### config.mk
export PLATFORM = sky130hd
export DESIGN_NAME = exception_sequencer
export DESIGN_NICKNAME = d
export VERILOG_FILES = /design/src/rtl/exception_sequencer_pkg.sv /design/src/rtl/exception_sequencer.sv
export SDC_FILE = /design/constraint.sdc
export NUM_CORES = 1
export LEC_CHECK = 0
export CAP_MARGIN = 20
export CORE_MARGIN = 2
export CORE_UTILIZATION = 44
export CTS_BUF_LIST = sky130_fd_sc_hd__clkbuf_8
export CTS_CLUSTER_SIZE = 8
export DETAILED_ROUTE_END_ITERATION = 8
export GPL_ROUTABILITY_DRIVEN = 0
export PLACE_DENSITY = 0.9
export SYNTH_ARGS = -nofsm -noshare
export SYNTH_HDL_FRONTEND = slang
export SYNTH_SLANG_ARGS = --single-unit
### constraint.sdc
create_clock -name clock -period 3.08 [get_ports clock]
set_input_delay 0.77 -clock clock [delete_from_list [all_inputs] [get_ports clock]]
set_output_delay 0.77 -clock clock [all_outputs]
set_load 0.02 [all_outputs]
### src/rtl/exception_sequencer_pkg.sv
// Shared coprocessor-0 definitions used by the exception sequencer.
//   - ExcCode constants written into Cause.ExcCode
//   - state_t: exception sequencer FSM states
//   - DEFAULT_EXCEPTION_VECTOR: general exception entry point (BEV=1)
package coprocessor0_params;

  localparam logic [4:0] EXC_INT  = 5'h00;
  localparam logic [4:0] EXC_ADEL = 5'h04;
  localparam logic [4:0] EXC_ADES = 5'h05;
  localparam logic [4:0] EXC_SYS  = 5'h08;
  localparam logic [4:0] EXC_BP   = 5'h09;
  localparam logic [4:0] EXC_RI   = 5'h0a;
  localparam logic [4:0] EXC_OV   = 5'h0c;

  localparam logic [31:0] DEFAULT_EXCEPTION_VECTOR = 32'hbfc00380;

  typedef enum logic [1:0] {
    ST_IDLE     = 2'd0,
    ST_COMMIT   = 2'd1,
    ST_FLUSH    = 2'd2,
    ST_REDIRECT = 2'd3
  } state_t;

endpackage

### src/rtl/exception_sequencer.sv
// Exception sequencer: takes an interrupt, synchronous exception or ERET from
// the WB stage and walks it through COMMIT -> FLUSH -> REDIRECT.
//
// Ports
//   clock, reset            sole clock; synchronous active-high reset
//   wb_*                    retiring instruction and its exception/ERET info
//   cp0_status_*, cp0_cause_ip, cp0_epc   current CP0 state
//   cp0_exception_valid     one-cycle strobe (COMMIT) with code/address/slot payload
//   cp0_eret_flush          one-cycle strobe (COMMIT) for ERET
//   pipeline_flush          kill IF..WB (COMMIT and FLUSH states)
//   redirect_valid/_pc/_ready   handshake to fetch
//   busy                    high whenever not IDLE
//   debug_state             current FSM state
//
// Redirect handshake: redirect_valid and redirect_pc are held stable from the
// first REDIRECT cycle until the cycle in which redirect_ready is also high;
// that cycle is the transfer and the FSM returns to IDLE on the next edge.
module exception_sequencer
  import coprocessor0_params::*;
#(
  parameter logic [31:0] EXCEPTION_VECTOR = DEFAULT_EXCEPTION_VECTOR,
  parameter int          FLUSH_CYCLES     = 2
) (
  input  logic        clock,
  input  logic        reset,
  input  logic        wb_valid,
  input  logic [31:0] wb_pc,
  input  logic        wb_in_delay_slot,
  input  logic        wb_exception,
  input  logic [4:0]  wb_exception_code,
  input  logic        wb_eret,
  input  logic        cp0_status_ie,
  input  logic        cp0_status_exl,
  input  logic [7:0]  cp0_status_im,
  input  logic [7:0]  cp0_cause_ip,
  input  logic [31:0] cp0_epc,
  output logic        cp0_exception_valid,
  output logic        cp0_eret_flush,
  output logic [4:0]  cp0_exception_code,
  output logic [31:0] cp0_exception_address,
  output logic        cp0_in_delay_slot,
  output logic        pipeline_flush,
  output logic        redirect_valid,
  output logic [31:0] redirect_pc,
  input  logic        redirect_ready,
  output logic        busy,
  output state_t      debug_state
);

  state_t      state_q, state_d;
  logic        is_eret_q, is_eret_d;
  logic [4:0]  code_q, code_d;
  logic [31:0] pc_q, pc_d;
  logic        slot_q, slot_d;
  logic [31:0] target_q, target_d;
  logic [2:0]  count_q, count_d;

  logic interrupt_pending;

  assign interrupt_pending = cp0_status_ie & ~cp0_status_exl &
                             (|(cp0_status_im & cp0_cause_ip));

  always_ff @(posedge clock) begin
    if (reset) begin
      state_q   <= ST_IDLE;
      is_eret_q <= 1'b0;
      code_q    <= 5'h00;
      pc_q      <= 32'h0;
      slot_q    <= 1'b0;
      target_q  <= 32'h0;
      count_q   <= 3'd0;
    end else begin
      state_q   <= state_d;
      is_eret_q <= is_eret_d;
      code_q    <= code_d;
      pc_q      <= pc_d;
      slot_q    <= slot_d;
      target_q  <= target_d;
      count_q   <= count_d;
    end
  end

  always_comb begin
    state_d               = state_q;
    is_eret_d             = is_eret_q;
    code_d                = code_q;
    pc_d                  = pc_q;
    slot_d                = slot_q;
    target_d              = target_q;
    count_d               = count_q;
    cp0_exception_valid   = 1'b0;
    cp0_eret_flush        = 1'b0;
    cp0_exception_code    = 5'h00;
    cp0_exception_address = 32'h0;
    cp0_in_delay_slot     = 1'b0;
    pipeline_flush        = 1'b0;
    redirect_valid        = 1'b0;
    redirect_pc           = 32'h0;

    unique case (state_q)
      ST_IDLE: begin
        if (wb_valid && (interrupt_pending || wb_exception || wb_eret)) begin
          // Interrupt beats exception beats ERET; interrupt forces code 0.
          is_eret_d = ~interrupt_pending & ~wb_exception;
          code_d    = interrupt_pending ? EXC_INT :
                      (wb_exception ? wb_exception_code : 5'h00);
          pc_d      = wb_pc;
          slot_d    = wb_in_delay_slot;
          state_d   = ST_COMMIT;
        end
      end
      ST_COMMIT: begin
        pipeline_flush = 1'b1;
        count_d        = 3'(FLUSH_CYCLES);
        state_d        = ST_FLUSH;
        if (is_eret_q) begin
          cp0_eret_flush = 1'b1;
          target_d       = cp0_epc;
        end else begin
          cp0_exception_valid   = 1'b1;
          cp0_exception_code    = code_q;
          cp0_exception_address = pc_q;
          cp0_in_delay_slot     = slot_q;
          target_d              = EXCEPTION_VECTOR;
        end
      end
      ST_FLUSH: begin
        pipeline_flush = 1'b1;
        count_d        = count_q - 3'd1;
        if (count_q <= 3'd1) begin
          count_d = 3'd0;
          state_d = ST_REDIRECT;
        end
      end
      ST_REDIRECT: begin
        redirect_valid = 1'b1;
        redirect_pc    = target_q;
        if (redirect_ready) begin
          state_d = ST_IDLE;
        end
      end
      default: state_d = ST_IDLE;
    endcase
  end

  assign busy        = (state_q != ST_IDLE);
  assign debug_state = state_q;

endmodule

==> run metrics, run 1 <==
antenna violations before repair 0; layout cells sized above 1 4.915%; drt wl/cell 14.14 um; Setup crit start kind register; Total GRT Usage 21.59%; GRT overflow 0; Clock Tree Root clkbuf_8; Worst Path Arrival 2.13 ns; DR pass1 iterations 4; Synth Area in Compound Gates 9.326%; Synth Area in XOR/XNOR 0%; via count 3410; worst slew pin tran 0.5301 ns; Skew-Pair Late Insertion Delay 0.33 ns; run status complete, no violations; Synthesized Nets 528; RSZ-0062 raised after global routing no; initial core utilization 45.39%; Post-Route Skew 0.005746 ns; Critical path buffers and inverters 3; peak supply drop 291.9 uV; Worst setup EP type output port; clock slew at reported path FFs 0.07 ns; Fillers 629; Yosys warnings 0; CTS Buf Count 9; area of the mapped netlist 0.003730 mm2; Max stage delay cell, worst path clkdlybuf4s50_1; endpoints failing setup 0; post-synthesis adder-cell area fraction 1.677%; P_int 2.030 mW; count of final hold-check violations 0; fin nets 686; Slew HR 64.57%; register area 0.001521 mm2; mux contribution to synthesized area 9.124%; largest family of logic cells by synthesized area simple AND/OR/NAND/NOR gates; H-tree depth 3; Fmax achieved 0.3452 GHz; Max stage delay on crit path 0.63 ns; antenna cell count 0; Hold Crit Class register to register; Psw 1.043 mW; critical path depth 6; Clock power frac 20.5%; CP required 2.31 ns; clk buf depth 2; Port Buf Inserts 170; core area 0.008217 mm2; Simple-Gate Fraction of Synth Area 33.75%; setup_tns 0 ns; Power Total 3.074 mW; sequential fraction of the synthesis area 40.79%; Power Density 546.4 mW/mm2; DRT iter0 DRCs 85; share of the core filled with cells 68.46%; flop2flop setup slack 1.30 ns; CTS Hold Bufs 0; Die Span X 96.07 um; #FFs+latches synth 76; Via density 4.906; post-synth top area share 40.79%; Mean Syn Cell Area 8.694 um2; antenna-violating nets left 0; final worst slack 0.1834 ns; worst slack, placed 0.2629 ns; I/O pin count 171; Final Max Slew Viols 0; Synth area leader dfxtp_1; die area 0.009229 mm2; largest net degree at the start of global routing 54; MaxCap Viol Count 0; worst-path cell chain inv_1, ha_1, nor2b_2, buf_12, and2_1, clkdlybuf4s50_1; CTS tree yes; routed wire length 9.824 mm; combinational power share 38.7%; clock sinks 76; area delta synth->final 50.82%; Tcrit/Tclk final 94.04%; Synth area leaders dfxtp_1 41%, nand2b_1 12%, and2_1 12%; vias in the first global route 3342; Die Span Y 96.07 um; Mapped Cells 429; first-pass GRT wire length 15.32 mm; Std-Cell Rows 33; Reg power frac 40.8%; area taken by multi-input logic gates 0.002016 mm2; DRC Markers 0; Cell variety after synth 30; critical path's top delay family buffers and inverters; Sw Share 33.95%; cells on worst reg2reg path 7; dpl hpwl 7.312 mm; worst hold stages 2; largest fanout on the critical path 39; Static Leak 2.285 nW; Setup CP Type register to output port; Final min period 2.897 ns
## synth_stat cells, drive strengths merged
| cell type | number |
|---|---|
| dfxtp | 76 |
| nand2b | 74 |
| and2 | 70 |
| nor2 | 38 |
| mux2i | 34 |
| a21oi | 25 |
| clkbuf | 23 |
| nor2b | 22 |
| o22ai | 12 |
| inv | 9 |
| o21ai | 9 |
| buf | 6 |
| nand2 | 6 |
| nand4 | 6 |
| ha | 5 |
| a22oi | 4 |
| nor3 | 3 |
| a31oi | 2 |
| a211oi | 1 |
| a21o | 1 |
| a31o | 1 |
| o21a | 1 |
| o31ai | 1 |
## area by class of cell
cell class                 count  share of cell area, %
tap                          105                  2.335
sequential                    76                  27.05
multi-input combinational    315                  35.83
clock inverter                 4                 0.3336
timing repair buffer         176                  31.41
inverter                       9                 0.6005
clock buffer                  10                  2.447
## through the flow
step	cells	hold slack (ns)	cell area, um2
finish	695	0.4609	5625
global route	695	0.4907	5625
CTS	695	0.4645	5625
detailed placement	681	0.4542	5466
global placement	681	0.4523	5466
floorplan	429	0.4377	3730
## cell usage in the layout, fill, tap and decap left out, types with 2 or more instances in the layout
cell and instances:
clkdlybuf4s50_1 169, dfxtp_1 76, nand2b_1 74, and2_1 70, nor2_1 38, mux2i_1 34, a21oi_1 25, nor2b_1 21
o22ai_1 12, clkbuf_8 10, inv_1 9, o21ai_1 6, nand4_1 6, nand2_1 5, ha_1 4, buf_4 4
nor3_1 3, clkinv_2 3, o21ai_0 2, a22oi_2 2, a22oi_1 2, a31oi_1 2, buf_12 2
## worst paths after layout
path,start,endpoint
setup reg to reg,debug_state[1],target_q[3]
hold reg to reg,code_q[2],code_q[2]
setup / recovery,debug_state[1],cp0_exception_code[0]
hold / removal,code_q[2],code_q[2]
## registers in the layout, indices dropped and copies added (netlist names)
register,count
code_q,5
count_q,3
debug_state,2
is_eret_q,1
pc_q,32
slot_q,1
target_q,32
## worst register-to-register path: cells and delay by family (launching register included)
| family | cells | cell delay, ns |
|---|---|---|
| DFF | 1 | 0.40 |
| buffers and inverters | 3 | 0.40 |
| and+or+nand+nor | 2 | 0.46 |
| AOI/OAI and AO/OA | 1 | 0.20 |
| adders and majority gates | 1 | 0.21 |
## per-layer routing
layer	up-vias	GRT usage [%]	wire length, um
met3	10	8.066	1035
li1	1702	-	-
met1	1557	23.11	3951
met4	0	7.976	139
met5	-	0	0
met2	141	38.48	4698
## power groups by stage
stage,logic [mW],registers (mW),clock network [mW]
after global routing,1.30,1.28,0.699
after floorplan,0.772,1.26,0
final,1.19,1.26,0.630
after global placement,1.16,1.27,0
after CTS,1.20,1.26,0.656
after detailed placement,1.19,1.28,0
## cell families (layout without fill, tap and decap cells)
logic type,Yosys count,count (layout)
adder cells (fa/ha/maj),5,5
buffers and inverters,38,199
multiplexers,34,34
flip-flops,76,76
AO/OA/AOI/OAI,57,57
AND/OR/NAND/NOR,219,219
## what timing repair did
item / CTS / global route
resized for setup: 1 / 0
setup buffers: 0 / 0
setup endpoints to repair: 33 / 0
(Power assumes the default switching activity.)
==> run 2, diff against run 1 <==
--- a/config.mk
+++ b/config.mk
@@ -7,12 +7,14 @@
 export LEC_CHECK = 0
 export CAP_MARGIN = 20
 export CORE_MARGIN = 2
-export CORE_UTILIZATION = 44
+export CORE_UTILIZATION = 41
 export CTS_BUF_LIST = sky130_fd_sc_hd__clkbuf_8
+export CTS_CLUSTER_DIAMETER = 80
 export CTS_CLUSTER_SIZE = 8
 export DETAILED_ROUTE_END_ITERATION = 8
 export GPL_ROUTABILITY_DRIVEN = 0
-export PLACE_DENSITY = 0.9
+export PLACE_DENSITY = 0.86
+export SETUP_SLACK_MARGIN = 0.02
 export SYNTH_ARGS = -nofsm -noshare
 export SYNTH_HDL_FRONTEND = slang
 export SYNTH_SLANG_ARGS = --single-unit
==> run 2 against run 1 <==
  * Sequential cell count stayed put
  * Routed wire length increased by 0.17%
  * Sequential share of layout area shrank 0.40 points
  * Sequential power is essentially flat
  * Register-to-register slack gained 0.18 ns
  * Power rose by 5.5%
  * Combinational power about the same
  * Critical path depth is the same
  * Via count fell by 0.88%
==> run metrics, run 2 (synthesized netlist as in run 1, its figures left out) <==
Skew-Pair Late Insertion Delay 0.33 ns; worst slack, placed 0.2453 ns; largest net degree at the start of global routing 43; clk buf depth 2; drt wl/cell 14.08 um; Critical path buffers and inverters 3; post-route cell area 0.005710 mm2; hold slack 0.4694 ns; Total GRT Usage 19.29%; CTS tree yes; Worst Path Arrival 2.15 ns; Final Max Slew Viols 0; Tcrit/Tclk final 94.82%; critical path's top delay family buffers and inverters; CP required 2.31 ns; H-tree depth 3; Fillers 748; cells on worst reg2reg path 6; commonest non-fill, non-tap cell in the layout clkdlybuf4s50_1; Via density 4.835; Worst setup EP type output port; RSZ-0062 raised after global routing no; MaxCap Viol Count 0; first-pass GRT wire length 15.33 mm; setup_tns 0 ns; Final min period 2.921 ns; DR pass1 iterations 4; r2r startpoint debug_state[1]; Fmax achieved 0.3424 GHz; layout cells sized above 1 5.076%; Max stage delay on crit path 0.62 ns; routed wire length 9.841 mm; die area 0.009876 mm2; Static Leak 2.506 nW; Post-Route Skew 0.008745 ns; peak supply drop 275.7 uV; largest fanout on the critical path 36; fin nets 686; CTS Hold Bufs 0; placed cell area 0.005470 mm2; worst slew pin tran 0.5260 ns; Power Total 3.243 mW; Clock Tree Root clkbuf_8; Die Span Y 99.38 um; worst-path cell chain inv_1, ha_1, nor2b_4, buf_12, and2_1, clkdlybuf4s50_1; clock sinks 76; flop2flop setup slack 1.48 ns; DRT iter0 DRCs 145; GRT overflow 0; vias in the first global route 3296; dpl hpwl 7.135 mm; final worst slack 0.1594 ns; Max stage delay cell, worst path clkdlybuf4s50_1; Std-Cell Rows 34; Worst Min Path Start code_q[2]; CTS Buf Count 9; I/O pin count 171; share of the core filled with cells 65.16%; antenna-violating nets left 0; clock slew at reported path FFs 0.07 ns; count of final hold-check violations 0; non-filler cells, final 699; DRC Markers 0; run status complete, no violations; most frequent cells in the layout 158 x clkdlybuf4s50_1, 76 x dfxtp_1, 74 x nand2b_1; via count 3380; Slew HR 64.93%; Port Buf Inserts 170; Largest regs pc_q x32, target_q x32, code_q x5; dpl cells 684; Die Span X 99.38 um; Endpoint, Worst Hold code_q[2]; initial core utilization 42.56%; Setup CP Type register to output port; Setup crit start kind register; Power Density 567.9 mW/mm2; Hold Crit Class register to register; worst hold stages 2; antenna cell count 0; core area 0.008763 mm2; area delta synth->final 53.10%; R2R Path End pc_q[3]; antenna violations before repair 0; endpoints failing setup 0
[run 2: cell count changes in the layout (fill, tap and decap cells not counted)]
cell             delta
bufinv_16           +2
clkbuf_8            -1
clkdlybuf4s50_1    -11
clkinv_2            -1
clkinvlp_4          +1
dlymetal6s2s_1     +11
nor2b_2             -1
nor2b_4             +1
[run 2: per-layer routing]
layer	share of wire [%]	track usage [%]
met3	8.7	5.481
met2	48	33.11
met5	0	0
met4	0.79	5.690
met1	43	23.54
[run 2: tightest hold or removal path, cell delays in order, from the launching register on]
cell and delay, ns:
dfxtp_1 0.31, nand2b_1 0.07, o21ai_1 0.05
[run 2: worst max-delay path by stage]
stage,start,endpoint,slack (ns),cells after the start
floorplan,debug_state[0],cp0_exception_address[10],0.66,5
global placement,debug_state[0],redirect_pc[7],0.35,3
detailed placement,debug_state[1],redirect_pc[24],0.25,3
CTS,debug_state[1],cp0_exception_address[9],0.07,6
global route,debug_state[1],cp0_exception_address[18],0.01,6
finish,debug_state[1],cp0_exception_address[24],0.16,6
[run 2: power by group]
group          internal (mW)  switching [mW]
Combinational          0.571           0.614
Clock                  0.446           0.348
Sequential              1.16           0.101
[run 2: area by class of cell]
cell class	instances	area (um2)	share of cell area [%]
Clock inverter	6	81.33	1.424
Sequential cell	76	1521	26.64
Inverter	9	33.78	0.5916
Tap cell	108	135.1	2.366
Timing Repair Buffer	176	1794	31.42
Multi-Input combinational cell	315	2021	35.39
Clock buffer	9	123.9	2.169
[run 2: repair_timing]
action,4_1_cts,5_1_grt
gates resized for setup,1,12
setup endpoints to repair,33,35
hold endpoints to repair,0,0
buffers inserted,0,0
==> run 3, diff against run 2 <==
--- a/config.mk
+++ b/config.mk
@@ -8,7 +8,6 @@
 export CAP_MARGIN = 20
 export CORE_MARGIN = 2
 export CORE_UTILIZATION = 41
-export CTS_BUF_LIST = sky130_fd_sc_hd__clkbuf_8
 export CTS_CLUSTER_DIAMETER = 80
 export CTS_CLUSTER_SIZE = 8
 export DETAILED_ROUTE_END_ITERATION = 8
==> run 3 against run 2 <==
  * Via count hardly changed
  * Hold slack stayed put
  * Sequential cell count stayed put
  * Cell area stayed put
  * First-iteration DRC count is 1.4% lower
  * Combinational power hardly changed
  * Setup slack hardly changed
  * Largest cell class unchanged
  * Largest power group unchanged
==> run metrics, run 3 (synthesized netlist as in run 1, its figures left out) <==
first-pass GRT wire length 15.33 mm; Via density 4.837; clock slew at reported path FFs 0.07 ns; Tcrit/Tclk final 94.82%; Port Buf Inserts 170; run status complete, no violations; Final min period 2.920 ns; initial core utilization 42.56%; Worst setup EP type output port; worst hold stages 2; GRT overflow 0; RSZ-0062 raised after global routing no; antenna-violating nets left 0; dpl cells 684; die area 0.009876 mm2; CP required 2.31 ns; Setup crit start kind register; core area 0.008763 mm2; peak supply drop 275.7 uV; Die Span X 99.38 um; DRT iter0 DRCs 143; Fillers 748; Worst Path Arrival 2.15 ns; commonest non-fill, non-tap cell in the layout clkdlybuf4s50_1; cells on worst reg2reg path 6; largest fanout on the critical path 36; Total GRT Usage 19.29%; I/O pin count 171; routed wire length 9.840 mm; dpl hpwl 7.135 mm; area delta synth->final 53.10%; Skew-Pair Late Insertion Delay 0.33 ns; drt wl/cell 14.08 um; DR pass1 iterations 4; Die Span Y 99.38 um; largest net degree at the start of global routing 43; antenna violations before repair 0; layout cells sized above 1 5.076%; Worst Min Path Start code_q[2]; Static Leak 2.502 nW; Post-Route Skew 0.008748 ns; clk buf depth 2; Std-Cell Rows 34; Endpoint, Worst Hold code_q[2]; most frequent cells in the layout 158 x clkdlybuf4s50_1, 76 x dfxtp_1, 74 x nand2b_1; setup_tns 0 ns; Fmax achieved 0.3424 GHz; flop2flop setup slack 1.48 ns; Clock Tree Root clkbuf_8; Power Density 568.5 mW/mm2; Setup CP Type register to output port; Hold Crit Class register to register; antenna cell count 0; H-tree depth 3; r2r startpoint debug_state[1]; clock sinks 76; hold slack 0.4694 ns; via count 3381; Slew HR 64.94%; CTS tree yes; CTS Buf Count 9; CTS Hold Bufs 0; count of final hold-check violations 0; non-filler cells, final 699; fin nets 686; Final Max Slew Viols 0; MaxCap Viol Count 0; number of post-CTS setup repair buffers 0; worst slew pin tran 0.5258 ns; R2R Path End pc_q[3]; vias in the first global route 3296; Largest regs pc_q x32, target_q x32, code_q x5; DRC Markers 0; endpoints failing setup 0
-- run 3: cell count changes in the layout (fill, tap and decap cells not counted) --
cell,delta
clkbuf_1,+1
inv_1,-1
-- run 3: area by class of cell --
| class | instances | area, um2 | area share, % |
|---|---|---|---|
| tap | 108 | 135.1 | 2.366 |
| timing repair buffer | 176 | 1794 | 31.42 |
| clock buffer | 10 | 127.6 | 2.235 |
| multi-input combinational | 315 | 2021 | 35.39 |
| sequential | 76 | 1521 | 26.64 |
| inverter | 9 | 33.78 | 0.5916 |
| clock inverter | 5 | 77.57 | 1.358 |
-- run 3: worst max-delay path by stage --
stage	start	end	slack (ns)	cells after the start
after floorplan	debug_state[0]	cp0_exception_address[10]	0.66	5
after global placement	debug_state[0]	redirect_pc[7]	0.35	3
after detailed placement	debug_state[1]	redirect_pc[24]	0.25	3
after CTS	debug_state[1]	cp0_exception_address[9]	0.07	6
after global routing	debug_state[1]	cp0_exception_address[18]	0.01	6
final	debug_state[1]	cp0_exception_address[24]	0.16	6
-- run 3: stage by stage --
step           setup WS (ns)  utilization [%]  power (mW)  instance area, um2
6_report              0.1595            65.16       3.246                5710
5_1_grt             0.009837            65.16       3.447                5710
3_5_place_dp          0.2453            62.42       2.471                5470
2_1_floorplan         0.6591                -       2.034                3730
3_3_place_gp          0.3465            62.42       2.437                5470
4_1_cts              0.06932            64.79       3.285                5678
-- run 3: repair_timing --
| action | CTS | global route |
|---|---|---|
| pin swaps | 0 | 0 |
| setup endpoints to repair | 33 | 35 |
| resized for setup | 1 | 12 |
| endpoints found under the hold margin | 0 | 0 |
-- run 3: worst max-delay path: stages, from the launching register on --
cell and delay, ns:
dfxtp_1 0.37, inv_1 0.09, ha_1 0.19, nor2b_4 0.20
buf_12 0.18, and2_1 0.14, clkdlybuf4s50_1 0.62
-- run 3: report_power, final --
group	switching [mW]	internal, mW
logic	0.615	0.571
registers	0.101	1.16
clock network	0.349	0.450
-- run 3: metal layers --
metal	up-vias	part of all wire (%)	GRT usage [%]
li1	1703	-	-
met1	1530	43	23.54
met2	141	48	33.11
met3	7	8.7	5.481
met4	0	0.79	5.690
met5	-	0	0
